--- config.mk ---
export PLATFORM = sky130hd
export DESIGN_NAME = mul_reduce_seq
export DESIGN_NICKNAME = d
export VERILOG_FILES = /design/src/rtl/mul_reduce_seq.sv
export SDC_FILE = /design/constraint.sdc
export NUM_CORES = 2
export LEC_CHECK = 0
export CAP_MARGIN = 10
export CORE_MARGIN = 2
export CORE_UTILIZATION = 36
export CTS_CLUSTER_DIAMETER = 80
export DETAILED_ROUTE_END_ITERATION = 12
export SLEW_MARGIN = 20
export SYNTH_ARGS = -nofsm -noshare
export SYNTH_HDL_FRONTEND = slang
export SYNTH_SLANG_ARGS = --single-unit
export TNS_END_PERCENT = 100
--- constraint.sdc ---
create_clock -name clk -period 16.1 [get_ports clk]
set_clock_uncertainty 0.2 [all_clocks]
set_input_delay 2.415 -clock clk [delete_from_list [all_inputs] [get_ports clk]]
set_output_delay 2.415 -clock clk [all_outputs]
set_load 0.005 [all_outputs]
--- src/rtl/mul_reduce_seq.sv ---
// Sequential pairwise reduction of N W-bit partial products through one shared adder.
// Operands load into a register buffer and are then folded level by level in binary-tree order.
module mul_reduce_seq #(
  parameter int unsigned N = 8,
  parameter int unsigned W = 128
) (
  input  logic         clk,
  input  logic         rst_n,
  input  logic         start,
  input  logic         pp_valid,
  input  logic [W-1:0] pp_data,
  output logic         pp_ready,
  output logic         busy,
  output logic         sum_valid,
  output logic [W-1:0] sum,
  input  logic         sum_ready
);

  localparam int unsigned LG = $clog2(N);

  localparam logic [LG:0]   CNT_ONE  = (LG+1)'(1);
  localparam logic [LG:0]   CNT_LAST = (LG+1)'(N - 1);
  localparam logic [LG:0]   M_FULL   = (LG+1)'(N);
  localparam logic [LG-1:0] K_ONE    = LG'(1);

  typedef enum logic [1:0] {
    IDLE   = 2'd0,
    LOAD   = 2'd1,
    REDUCE = 2'd2,
    DONE   = 2'd3
  } state_t;

  state_t        state_q, state_d;
  logic [LG:0]   cnt_q, cnt_d;
  logic [LG:0]   m_q, m_d;
  logic [LG-1:0] k_q, k_d;
  logic [W-1:0]  buf_q [N];

  logic          wr_en;
  logic [LG-1:0] wr_idx;
  logic [W-1:0]  wr_data;
  logic [LG-1:0] idx_a, idx_b;
  logic [W-1:0]  add_sum;
  logic [LG:0]   half_m;

  // Pair (2k, 2k+1); truncating {k,0} keeps 2k in range since k < m/2 <= N/2.
  assign idx_a   = LG'({k_q, 1'b0});
  assign idx_b   = idx_a | K_ONE;
  assign add_sum = buf_q[idx_a] + buf_q[idx_b];
  assign half_m  = m_q >> 1;

  always_comb begin
    state_d = state_q;
    cnt_d   = cnt_q;
    m_d     = m_q;
    k_d     = k_q;
    wr_en   = 1'b0;
    wr_idx  = k_q;
    wr_data = add_sum;
    unique case (state_q)
      IDLE: begin
        if (start) begin
          state_d = LOAD;
          cnt_d   = '0;
        end
      end
      LOAD: begin
        if (pp_valid) begin
          wr_en   = 1'b1;
          wr_idx  = cnt_q[LG-1:0];
          wr_data = pp_data;
          cnt_d   = cnt_q + CNT_ONE;
          if (cnt_q == CNT_LAST) begin
            state_d = REDUCE;
            m_d     = M_FULL;
            k_d     = '0;
          end
        end
      end
      REDUCE: begin
        wr_en = 1'b1;
        if ({1'b0, k_q} == half_m - CNT_ONE) begin
          m_d = half_m;
          k_d = '0;
          if (half_m == CNT_ONE) state_d = DONE;
        end else begin
          k_d = k_q + K_ONE;
        end
      end
      DONE: begin
        if (sum_ready) state_d = IDLE;
      end
      default: state_d = IDLE;
    endcase
  end

  always_ff @(posedge clk or negedge rst_n) begin
    if (!rst_n) begin
      state_q <= IDLE;
      cnt_q   <= '0;
      m_q     <= '0;
      k_q     <= '0;
    end else begin
      state_q <= state_d;
      cnt_q   <= cnt_d;
      m_q     <= m_d;
      k_q     <= k_d;
    end
  end

  always_ff @(posedge clk or negedge rst_n) begin
    if (!rst_n) begin
      for (int unsigned i = 0; i < N; i++) buf_q[i] <= '0;
    end else if (wr_en) begin
      buf_q[wr_idx] <= wr_data;
    end
  end

  assign pp_ready  = (state_q == LOAD);
  assign busy      = (state_q != IDLE);
  assign sum_valid = (state_q == DONE);
  assign sum       = sum_valid ? buf_q[0] : '0;

endmodule

==> results.tsv <==
stage	metric	value	unit
outcome	outcome	finished clean	
routing	vias_per_cell	5.57	
cts	post_cts_buffers	0	
cells_and_area	n_fill_cell	14637	
die	initial_utilization	36.2	%
sta	rsz0062_at_grt	false	
sta	period_share	49.8	%
power	p_per_area	88.0	nW/um^2
cts	cts_buffers	113	
cts	htree_levels	3	
routing	avgRoutedWirePerCell	22.4	microns
yosys	syn_area	54200	sq um
yosys	synthCells	5566	
routing	dr.pass1.iters	6	
die	dieArea	154000	sq um
cts	clock_latency	760	ps
global_route	grt_pass1_vias	42228	
routing	drt_wl_total	173	mm
sta	tightest_slew	1160	ps
yosys	synth_edf_count	0	
yosys	synthFlopType	dfrtp_1	
worst_setup_path	critPathRequiredTime	16600	ps
global_route	antenna_found_initial	7	
power	totalPowerFinal	5.49	mW
yosys	ys_seq_area_share	47.9	%
die	fp.dieH	392	microns
cts	cts_hold_buf	0	
yosys	async_flop_share	100	%
yosys	synth_area_per_cell	9.73	sq um
sta	hold_viol_final	0	
yosys	yosysWarnings	0	
worst_setup_path	worstPathArrival	8510	ps
sta	finalSetupViolCount	0	
placed_design	dpl.hpwl	117	mm
global_route	grt_max_degree	190	
power	combPwrFrac	1.9	%
worst_setup_path	setup.worst_path.class	reg2reg	
placed_design	gp_congestion	0.986	
sta	relSlewSlack	22.5	%
worst_setup_path	worst_setup_path_end_kind	register	
routing	drtAntennaViolNets	0	
sta	maxSlewViolCount	0	
flow_run	cap_violations	0	
die	die_width	392	microns
cts	clkTransAtPathRegs	70	ps
routing	remaining_drc_errors	0	
global_route	grt_pass1_wl	265	mm
power	power.switching	1.21	mW
power	clockPowerShare	50.6	%
yosys	synth_seq_cells	1036	
routing	first_iter_violations	3511	
worst_setup_path	worstPathMaxFanout	37	
power	p_sw_share	22.0	%
hold_path	min_path_type	reg2reg	
cts	clockRootBuffer	clkbuf_16	
cells_and_area	area_delta_synth_final	15.2	%
cts	cts_resized	0	
global_route	track_usage	22.5	%
die	rows	142	
cells_and_area	antenna_cells	0	
placed_design	io_buffer_count	263	
die	io_pins	264	
cells_and_area	final_common_cell	nand2_1	
cells_and_area	layout.nets	5861	
die	fp.coreArea	150000	sq um
power	p_leak	27.2	nW
global_route	grt-ovfl-total	0	
power	vdd_drop_max	0.0749	mV
worst_setup_path	start_kind	register	
cts	clk_path_buf_depth	3	
yosys	synth_fp_nets	5836	
cts	cts_tree	done	
sta	fin_crit	8010	ps
sta	tns	0	ps
cts	clock_sinks	1036	
power	internal_power	4.28	mW
power	sequentialPowerShare	47.4	%
yosys	yosysUniqueCellTypes	76	
routing	dr_total_vias	42909	
cells_and_area	drive_gt1_share	10.7	%
sta	maxClockFrequency	125	MHz
cells_and_area	layout_common_cells	nand2_1, dfrtp_1, o21ai_0	
==> through the flow <==
stage	util (%)	setup WS [ps]	instances	hold WS (ps)	instance area (sq um)
finish	41.7	8090	7705	270	62400
global route	41.7	7640	7705	291	62400
CTS	41.7	8150	7703	270	62300
detailed placement	39.0	8160	7490	256	58300
global placement	39.0	8360	7490	248	58300
floorplan	-	10780	5566	233	54200
==> area by class of cell <==
class	count	area [sq um]	share of cell area [%]
Clock buffer	157	3220	5.15
Clock inverter	56	757	1.21
Inverter	47	176	0.283
Multi-Input combinational cell	4081	26600	42.7
Sequential cell	1036	25900	41.6
Tap cell	2016	2520	4.04
Timing Repair Buffer	312	3160	5.06
==> critical path, stage by stage, from the launching register on <==
cell	delay, ps
dfrtp_4	980
buf_4	690
buf_4	720
mux4_2	600
ha_1	450
nand4_1	200
nor3_1	380
nand2_1	160
a211oi_1	920
o21ai_0	300
a21oi_1	600
a211oi_1	350
o41ai_1	530
xnor2_1	120
o21ai_1	440
mux2_2	250
==> cells in the mapped netlist, drive strengths merged, types with 11 or more instances <==
master | count | area (sq um)
a211oi | 11 | 82.6
a21boi | 14 | 105
a21o | 84 | 631
a21oi | 290 | 1460
a31oi | 68 | 432
and2 | 135 | 845
and3 | 18 | 118
buf | 58 | 230
clkbuf | 344 | 1290
dfrtp | 1036 | 25900
ha | 136 | 1700
inv | 47 | 176
mux2 | 65 | 732
mux2i | 33 | 330
mux4 | 255 | 5740
nand2 | 1165 | 4370
nand3 | 33 | 165
nand4 | 81 | 507
nor2 | 261 | 980
nor3 | 36 | 180
nor4 | 14 | 87.6
o211ai | 16 | 120
o21a | 26 | 195
o21ai | 1029 | 5150
o21bai | 41 | 312
o31ai | 24 | 199
or2 | 14 | 87.6
or3 | 12 | 80.1
xnor2 | 59 | 517
xor2 | 56 | 490
==> final timing paths <==
kind	start	endpoint	slack (ps)	depth (start not counted)
worst max-delay path	k_q[0]$_DFFE_PN0P_	buf_q[254]$_DFFE_PN0P_	8090	15
worst min-delay path	buf_q[479]$_DFFE_PN0P_	buf_q[479]$_DFFE_PN0P_	270	2
worst max register to register	k_q[0]$_DFFE_PN0P_	buf_q[254]$_DFFE_PN0P_	8090	15
worst min register to register	buf_q[479]$_DFFE_PN0P_	buf_q[479]$_DFFE_PN0P_	270	2
max in group asynchronous	rst_n	buf_q[325]$_DFFE_PN0P_	11000	4
min in group asynchronous	rst_n	cnt_q[2]$_DFFE_PN0P_	1510	1
==> sequential cells by signal, summed over array words and instances, names as in the netlist <==
| register | cells |
|---|---|
| k_q | 3 |
| buf_q | 1024 |
| cnt_q | 4 |
| m_q | 3 |
| state_q | 2 |
==> cell families after synthesis <==
logic type      share of synthesized area [%]
simple gates                             14.1
compound gates                           17.3
flops                                    47.9
buf+inv                                  3.13
mux                                      12.6
fa+ha+maj                                3.18
xor+xnor                                 1.86
==> metal layers <==
metal  global-route usage, %  vias to the layer above  part of all wire (%)
met2                    34.7                     1452                    45
met5                       0                        -                 0.013
met1                    32.4                    21359                    45
met4                    6.77                        6                   2.9
met3                    4.08                      264                   7.2
li1                        -                    19828                     -
==> power by group through the flow <==
stage          sequential [mW]  clock, mW  combinational (mW)
6_report                  2.60       2.78               0.105
2_1_floorplan             2.65          0            0.000653
4_1_cts                   2.60       2.82               0.107
5_1_grt                   2.60       2.93               0.115
3_5_place_dp              2.65          0               0.106
3_3_place_gp              2.65          0               0.106
No activity file was read; power rests on OpenSTA's default activity.
